`src/rtl/spike_rate_decoder_pkg.sv`:
```
// Shared types and helpers for the spike-rate decoder: FSM state encoding
// and the saturating counter increment.
package spike_decoder_pkg;

    typedef enum logic [1:0] {
        ST_IDLE      = 2'd0,
        ST_INTEGRATE = 2'd1,
        ST_ARGMAX    = 2'd2,
        ST_REPORT    = 2'd3
    } state_t;

    localparam int unsigned SAT_STEP = 1;

    // Add SAT_STEP unless already at max_value; never wraps.
    function automatic logic [31:0] sat_inc(input logic [31:0] value,
                                            input logic [31:0] max_value);
        return (value >= max_value) ? value : value + 32'(SAT_STEP);
    endfunction

endpackage

```
`src/rtl/spike_rate_decoder_counter.sv`:
```
// Per-class spike counter: synchronous clear, enable, saturates at all-ones.
module spike_counter
    import spike_decoder_pkg::*;
#(
    parameter int unsigned COUNT_WIDTH = 8
) (
    input  logic                   clk,
    input  logic                   rst_n,
    input  logic                   clear,
    input  logic                   enable,
    output logic [COUNT_WIDTH-1:0] count
);

    localparam logic [COUNT_WIDTH-1:0] COUNT_MAX = '1;

    always_ff @(posedge clk or negedge rst_n) begin
        if (!rst_n) begin
            count <= '0;
        end else if (clear) begin
            count <= '0;
        end else if (enable) begin
            count <= COUNT_WIDTH'(sat_inc(32'(count), 32'(COUNT_MAX)));
        end
    end

endmodule

```
`src/rtl/spike_rate_decoder.sv`:
```
// Rate-coded classifier readout: counts output-layer spikes over a window,
// then scans the counters for the argmax. Optional overflow flag: SPIKE_DECODER_OVF_EN.
module spike_rate_decoder
    import spike_decoder_pkg::*;
#(
    parameter  int unsigned NUM_CLASSES  = 4,
    parameter  int unsigned COUNT_WIDTH  = 8,
    parameter  int unsigned WINDOW_WIDTH = 16,
    localparam int unsigned IDX_W        = (NUM_CLASSES > 1) ? $clog2(NUM_CLASSES) : 1
) (
    input  logic                    clk,
    input  logic                    rst_n,
    input  logic [NUM_CLASSES-1:0]  spikes_in,
    input  logic                    start,
    input  logic [WINDOW_WIDTH-1:0] window_len,
    output logic                    busy,
    output logic                    result_valid,
    input  logic                    result_ready,
    output logic [IDX_W-1:0]        winner_idx,
    output logic [COUNT_WIDTH-1:0]  winner_count,
    output logic                    tie
`ifdef SPIKE_DECODER_OVF_EN
    ,
    output logic                    overflow
`endif
);

    state_t                  state;
    state_t                  state_nxt;
    logic [WINDOW_WIDTH-1:0] win_rem;
    logic [IDX_W-1:0]        scan_idx;
    logic                    start_acc;
    logic                    cnt_clear;
    logic                    cnt_en;
    logic [COUNT_WIDTH-1:0]  counts [NUM_CLASSES];
    logic [COUNT_WIDTH-1:0]  scan_count;

    // State register
    always_ff @(posedge clk or negedge rst_n) begin
        if (!rst_n) begin
            state <= ST_IDLE;
        end else begin
            state <= state_nxt;
        end
    end

    // Next-state logic
    always_comb begin
        state_nxt = state;
        case (state)
            ST_IDLE: begin
                if (start) begin
                    state_nxt = (window_len == '0) ? ST_ARGMAX : ST_INTEGRATE;
                end
            end
            ST_INTEGRATE: begin
                if (win_rem == WINDOW_WIDTH'(1)) begin
                    state_nxt = ST_ARGMAX;
                end
            end
            ST_ARGMAX: begin
                if (scan_idx == IDX_W'(NUM_CLASSES - 1)) begin
                    state_nxt = ST_REPORT;
                end
            end
            ST_REPORT: begin
                if (result_ready) begin
                    state_nxt = ST_IDLE;
                end
            end
            default: state_nxt = ST_IDLE;
        endcase
    end

    // State-decoded controls
    always_comb begin
        busy      = 1'b0;
        start_acc = 1'b0;
        cnt_clear = 1'b0;
        cnt_en    = 1'b0;
        busy      = (state != ST_IDLE);
        start_acc = (state == ST_IDLE) && start;
        cnt_clear = start_acc;
        cnt_en    = (state == ST_INTEGRATE);
    end

    genvar gi;
    generate
        for (gi = 0; gi < NUM_CLASSES; gi++) begin : g_cnt
            spike_counter #(
                .COUNT_WIDTH(COUNT_WIDTH)
            ) u_cnt (
                .clk   (clk),
                .rst_n (rst_n),
                .clear (cnt_clear),
                .enable(cnt_en && spikes_in[gi]),
                .count (counts[gi])
            );
        end
    endgenerate

    assign scan_count = counts[scan_idx];

    // Window countdown and argmax scan pointer
    always_ff @(posedge clk or negedge rst_n) begin
        if (!rst_n) begin
            win_rem  <= '0;
            scan_idx <= '0;
        end else begin
            if (start_acc) begin
                win_rem <= window_len;
            end else if (state == ST_INTEGRATE) begin
                win_rem <= win_rem - WINDOW_WIDTH'(1);
            end
            scan_idx <= (state == ST_ARGMAX) ? scan_idx + IDX_W'(1) : '0;
        end
    end

    // Running best; first class seeds it, lowest index keeps a tie
    always_ff @(posedge clk or negedge rst_n) begin
        if (!rst_n) begin
            winner_idx   <= '0;
            winner_count <= '0;
            tie          <= 1'b0;
        end else if (state == ST_ARGMAX) begin
            if (scan_idx == '0) begin
                winner_idx   <= '0;
                winner_count <= scan_count;
                tie          <= 1'b0;
            end else if (scan_count > winner_count) begin
                winner_idx   <= scan_idx;
                winner_count <= scan_count;
                tie          <= 1'b0;
            end else if (scan_count == winner_count) begin
                tie <= 1'b1;
            end
        end
    end

    always_ff @(posedge clk or negedge rst_n) begin
        if (!rst_n) begin
            result_valid <= 1'b0;
        end else begin
            result_valid <= (state_nxt == ST_REPORT);
        end
    end

`ifdef SPIKE_DECODER_OVF_EN
    logic [NUM_CLASSES-1:0] sat;

    always_comb begin
        sat = '0;
        for (int i = 0; i < NUM_CLASSES; i++) begin
            sat[i] = (counts[i] == '1);
        end
    end

    // Saturated counters hold until the next start, so sampling at REPORT entry suffices
    always_ff @(posedge clk or negedge rst_n) begin
        if (!rst_n) begin
            overflow <= 1'b0;
        end else begin
            overflow <= (state_nxt == ST_REPORT) && (|sat);
        end
    end
`endif

endmodule

```
`config.mk`:
```
export PLATFORM = sky130hd
export DESIGN_NAME = spike_rate_decoder
export DESIGN_NICKNAME = d
export VERILOG_FILES = /design/src/rtl/spike_rate_decoder_pkg.sv /design/src/rtl/spike_rate_decoder_counter.sv /design/src/rtl/spike_rate_decoder.sv
export SDC_FILE = /design/constraint.sdc
export NUM_CORES = 1
export LEC_CHECK = 0
export ABC_AREA = 1
export CAP_MARGIN = 20
export CORE_MARGIN = 4
export CORE_UTILIZATION = 40
export CTS_CLUSTER_SIZE = 28
export DETAILED_ROUTE_END_ITERATION = 10
export GPL_TIMING_DRIVEN = 0
export SLEW_MARGIN = 20
export SYNTH_ARGS = -nofsm -noshare
export SYNTH_HDL_FRONTEND = slang
export SYNTH_SLANG_ARGS = --single-unit
```
`constraint.sdc`:
```
create_clock -name clk -period 2.4 [get_ports clk]
set_clock_uncertainty 0.2 [all_clocks]
set_input_delay 0.48 -clock clk [delete_from_list [all_inputs] [get_ports clk]]
set_output_delay 0.48 -clock clk [all_outputs]
set_load 0.02 [all_outputs]
```
==> metrics.yaml <==
path_clk_slew_ns: 0.08
vias: 3787
dp_hpwl_um: 7580
cts_num_sinks: 64
antenna_left: 0
grt_max_degree: 47
grt.overflow.total: 0
grt_pass1_vias: 3707
finalCritPeriodShare: 1.01
arrival_ns: 2.47
avgSynthCellArea_um2: 7.59
port_buffers: 36
antenna_found_initial: 0
initial_utilization: 0.415
fin_util: 0.521
insertion_delay_ns: 0.36
syn_nets: 580
core_um2: 9860
drc: 0
cap_viol_max_count: 0
crit_type: "flip-flop to flip-flop"
dp_cells: 710
ir_worst_vdd_uv: 458
io_pins: 37
die_h_um: 109
violations: "negative setup slack"
fill_cells: 959
drt-total-wl_um: 10700
worst_setup_path_start_kind: "flip-flop"
ys_seq_elements: 64
grt_use_total: 0.191
status: "finished with violations"
grt_pass1_wl_um: 17700
dr.pass1.iters: 4
end_kind: "flip-flop"
synth_ff_type: "dfrtp_1"
numCtsBuffers: 9
synth_common_cells: "nand2_1 (111), inv_1 (84), dfrtp_1 (64)"
fp.dieW_um: 109
slowest_delay_ns: 0.42
synth-edff-count: 0
cts_max_level: 3
drv_slew: 0
setup_ws_ns: -0.0209
worstPathCellList: "inv_2 -> buf_6 -> nor2_2 -> o22ai_2 -> ha_1 -> a21oi_2 -> nor2_1 -> nor2_1 -> nand2_1 -> nand2_2 -> nand2_4 -> buf_6 -> nand3_1 -> nand2_1"
syn_to_final_growth_pct: 25.5
dieArea_um2: 11900
synthCells: 540
maxSlewHeadroom: 0.620
dp_worst_setup_slack_ns: -0.142
clock.fmax_mhz: 413
clk_path_buf_depth: 2
stdcell_area_um2: 5140
post_dp_cell_area_um2: 4650
worst_pin_slew_ns: 0.568
pwr_density_cell_nw_per_um2: 999
netlist_top_cells_area: "dfrtp_1 (39%), nand2_1 (10%), inv_1 (7.7%), ha_1 (4.9%), nand3_1 (4.5%)"
synthMostInstantiatedCell: "nand2_1"
avgViaCountPerCell: 5.08
cp_slowest_cell: "dfrtp_1"
hold_class: "flip-flop to flip-flop"
yosysTopAreaCell: "dfrtp_1"
num_antenna_cells: 0
drt-initial-drc-count: 234
ys_types: 45
nets: 648
syn_area_um2: 4100
wl_per_cell_um: 14.4
yosys.area.top_type_share: 0.391
rsz0062_at_grt: "true"
cp_max_fo: 5
std_cell_rows: 36
setup_violations: 6
yosysWarnings: 0
finalHoldViolCount: 0
crit_required_ns: 2.45
synth-async-reset-ratio: 1.00
gp_congestion: 0.859
final_cells: 746
synth-seq-area-share: 0.391
ctsRootBufferMaster: "clkbuf_8"
leakagePower_nw: 2.48
cts_tree: "done"
period_minus_slack_ns: 2.42
drive_above_1_share: 0.201
[critical path: cells and delay by family (launching register included)]
| kind | cells | cell delay (ns) |
|---|---|---|
| fa+ha+maj | 1 | 0.30 |
| simple gates | 8 | 0.61 |
| buf+inv | 3 | 0.41 |
| flops | 1 | 0.42 |
| compound gates | 2 | 0.38 |
[state kept, by name, summed over array words and instances (netlist names)]
register           flops
result_valid           1
scan_idx               2
g_cnt.u_cnt.count     32
tie                    1
winner_idx             2
win_rem               16
state                  2
winner_count           8
[cell families after synthesis]
group           count (synthesis)  synth area share
compound gates                 98             0.148
xor+xnor                       17            0.0363
fa+ha+maj                      16            0.0489
buf+inv                       105             0.106
flops                          64             0.391
simple gates                  240             0.269
[power by group]
group / switching, mW / internal, mW / leakage [nW]
Combinational: 1.40 / 0.965 / 1.60
Clock: 0.470 / 0.371 / 0.0772
Sequential: 0.458 / 1.47 / 0.807
Total: 2.33 / 2.80 / 2.48
[area by class of cell]
type / instances / area [um^2] / area share
Multi-Input combinational cell: 372 / 2210 / 0.429
Sequential cell: 64 / 1600 / 0.312
Timing Repair Buffer: 56 / 532 / 0.103
Inverter: 90 / 343 / 0.0667
Tap cell: 133 / 166 / 0.0324
Clock buffer: 9 / 124 / 0.0241
Buffer: 15 / 120 / 0.0234
Clock inverter: 7 / 48.8 / 0.00949
[cells in the final DEF, fill, tap and decap left out, drive strengths merged]
master and count:
clkdlybuf4s50 35, dlygate4sd3 1, clkinv 3, a31o 1, a31oi 2, a22o 1
o221ai 7, ha 16, nor2 55, a32oi 1, and2 2, o21ai 32
inv 90, nor3b 1, o21bai 4, o22ai 10, xor2 16, nand2 121
nand3b 1, buf 32, clkbuf 12, o31ai 2, dfrtp 64, nand3 42
a21oi 33, or2 1, a21o 1, nand4 13, a21boi 1, nor3 5
o211ai 3, clkinvlp 4, xnor2 1
[stage by stage]
stage | power, mW | setup TNS [ns] | hold WS, ns
6_report | 5.14 | -0.0402 | 0.282
5_1_grt | 5.60 | -1.59 | 0.319
4_1_cts | 5.05 | 0 | 0.276
3_5_place_dp | 4.17 | -1.34 | 0.191
3_3_place_gp | 4.09 | -107.57 | 0.259
2_1_floorplan | 3.48 | 0 | -0.0156
[metal layers]
layer | vias up | track usage | wire length (um)
met2 | 107 | 0.296 | 4890
met1 | 1766 | 0.260 | 5100
met5 | - | 0 | 0
met3 | 16 | 0.0290 | 512
li1 | 1898 | - | -
met4 | 0 | 0.0935 | 225
[final timing paths]
check | startpoint | to | slack (ns) | depth (start not counted)
max in group asynchronous | rst_n | winner_count[7] | 1.13 | 3
worst max register to register | scan_idx[0] | winner_count[7] | -0.02 | 14
worst max-delay path | scan_idx[0] | winner_count[7] | -0.02 | 14
worst min register to register | winner_idx[1] | winner_idx[1] | 0.28 | 2
min in group asynchronous | rst_n | g_cnt[3].u_cnt.count[5] | 0.34 | 2
worst min-delay path | winner_idx[1] | winner_idx[1] | 0.28 | 2
[repair_timing]
action,4_1_cts,5_1_grt
gates resized for setup,10,50
endpoints found under the hold margin,18,0
endpoints found under the setup margin,10,11
hold buffers,1,0
pin swaps,3,13
cloned,0,4
setup buffers,7,8
(Power assumes the default switching activity.)
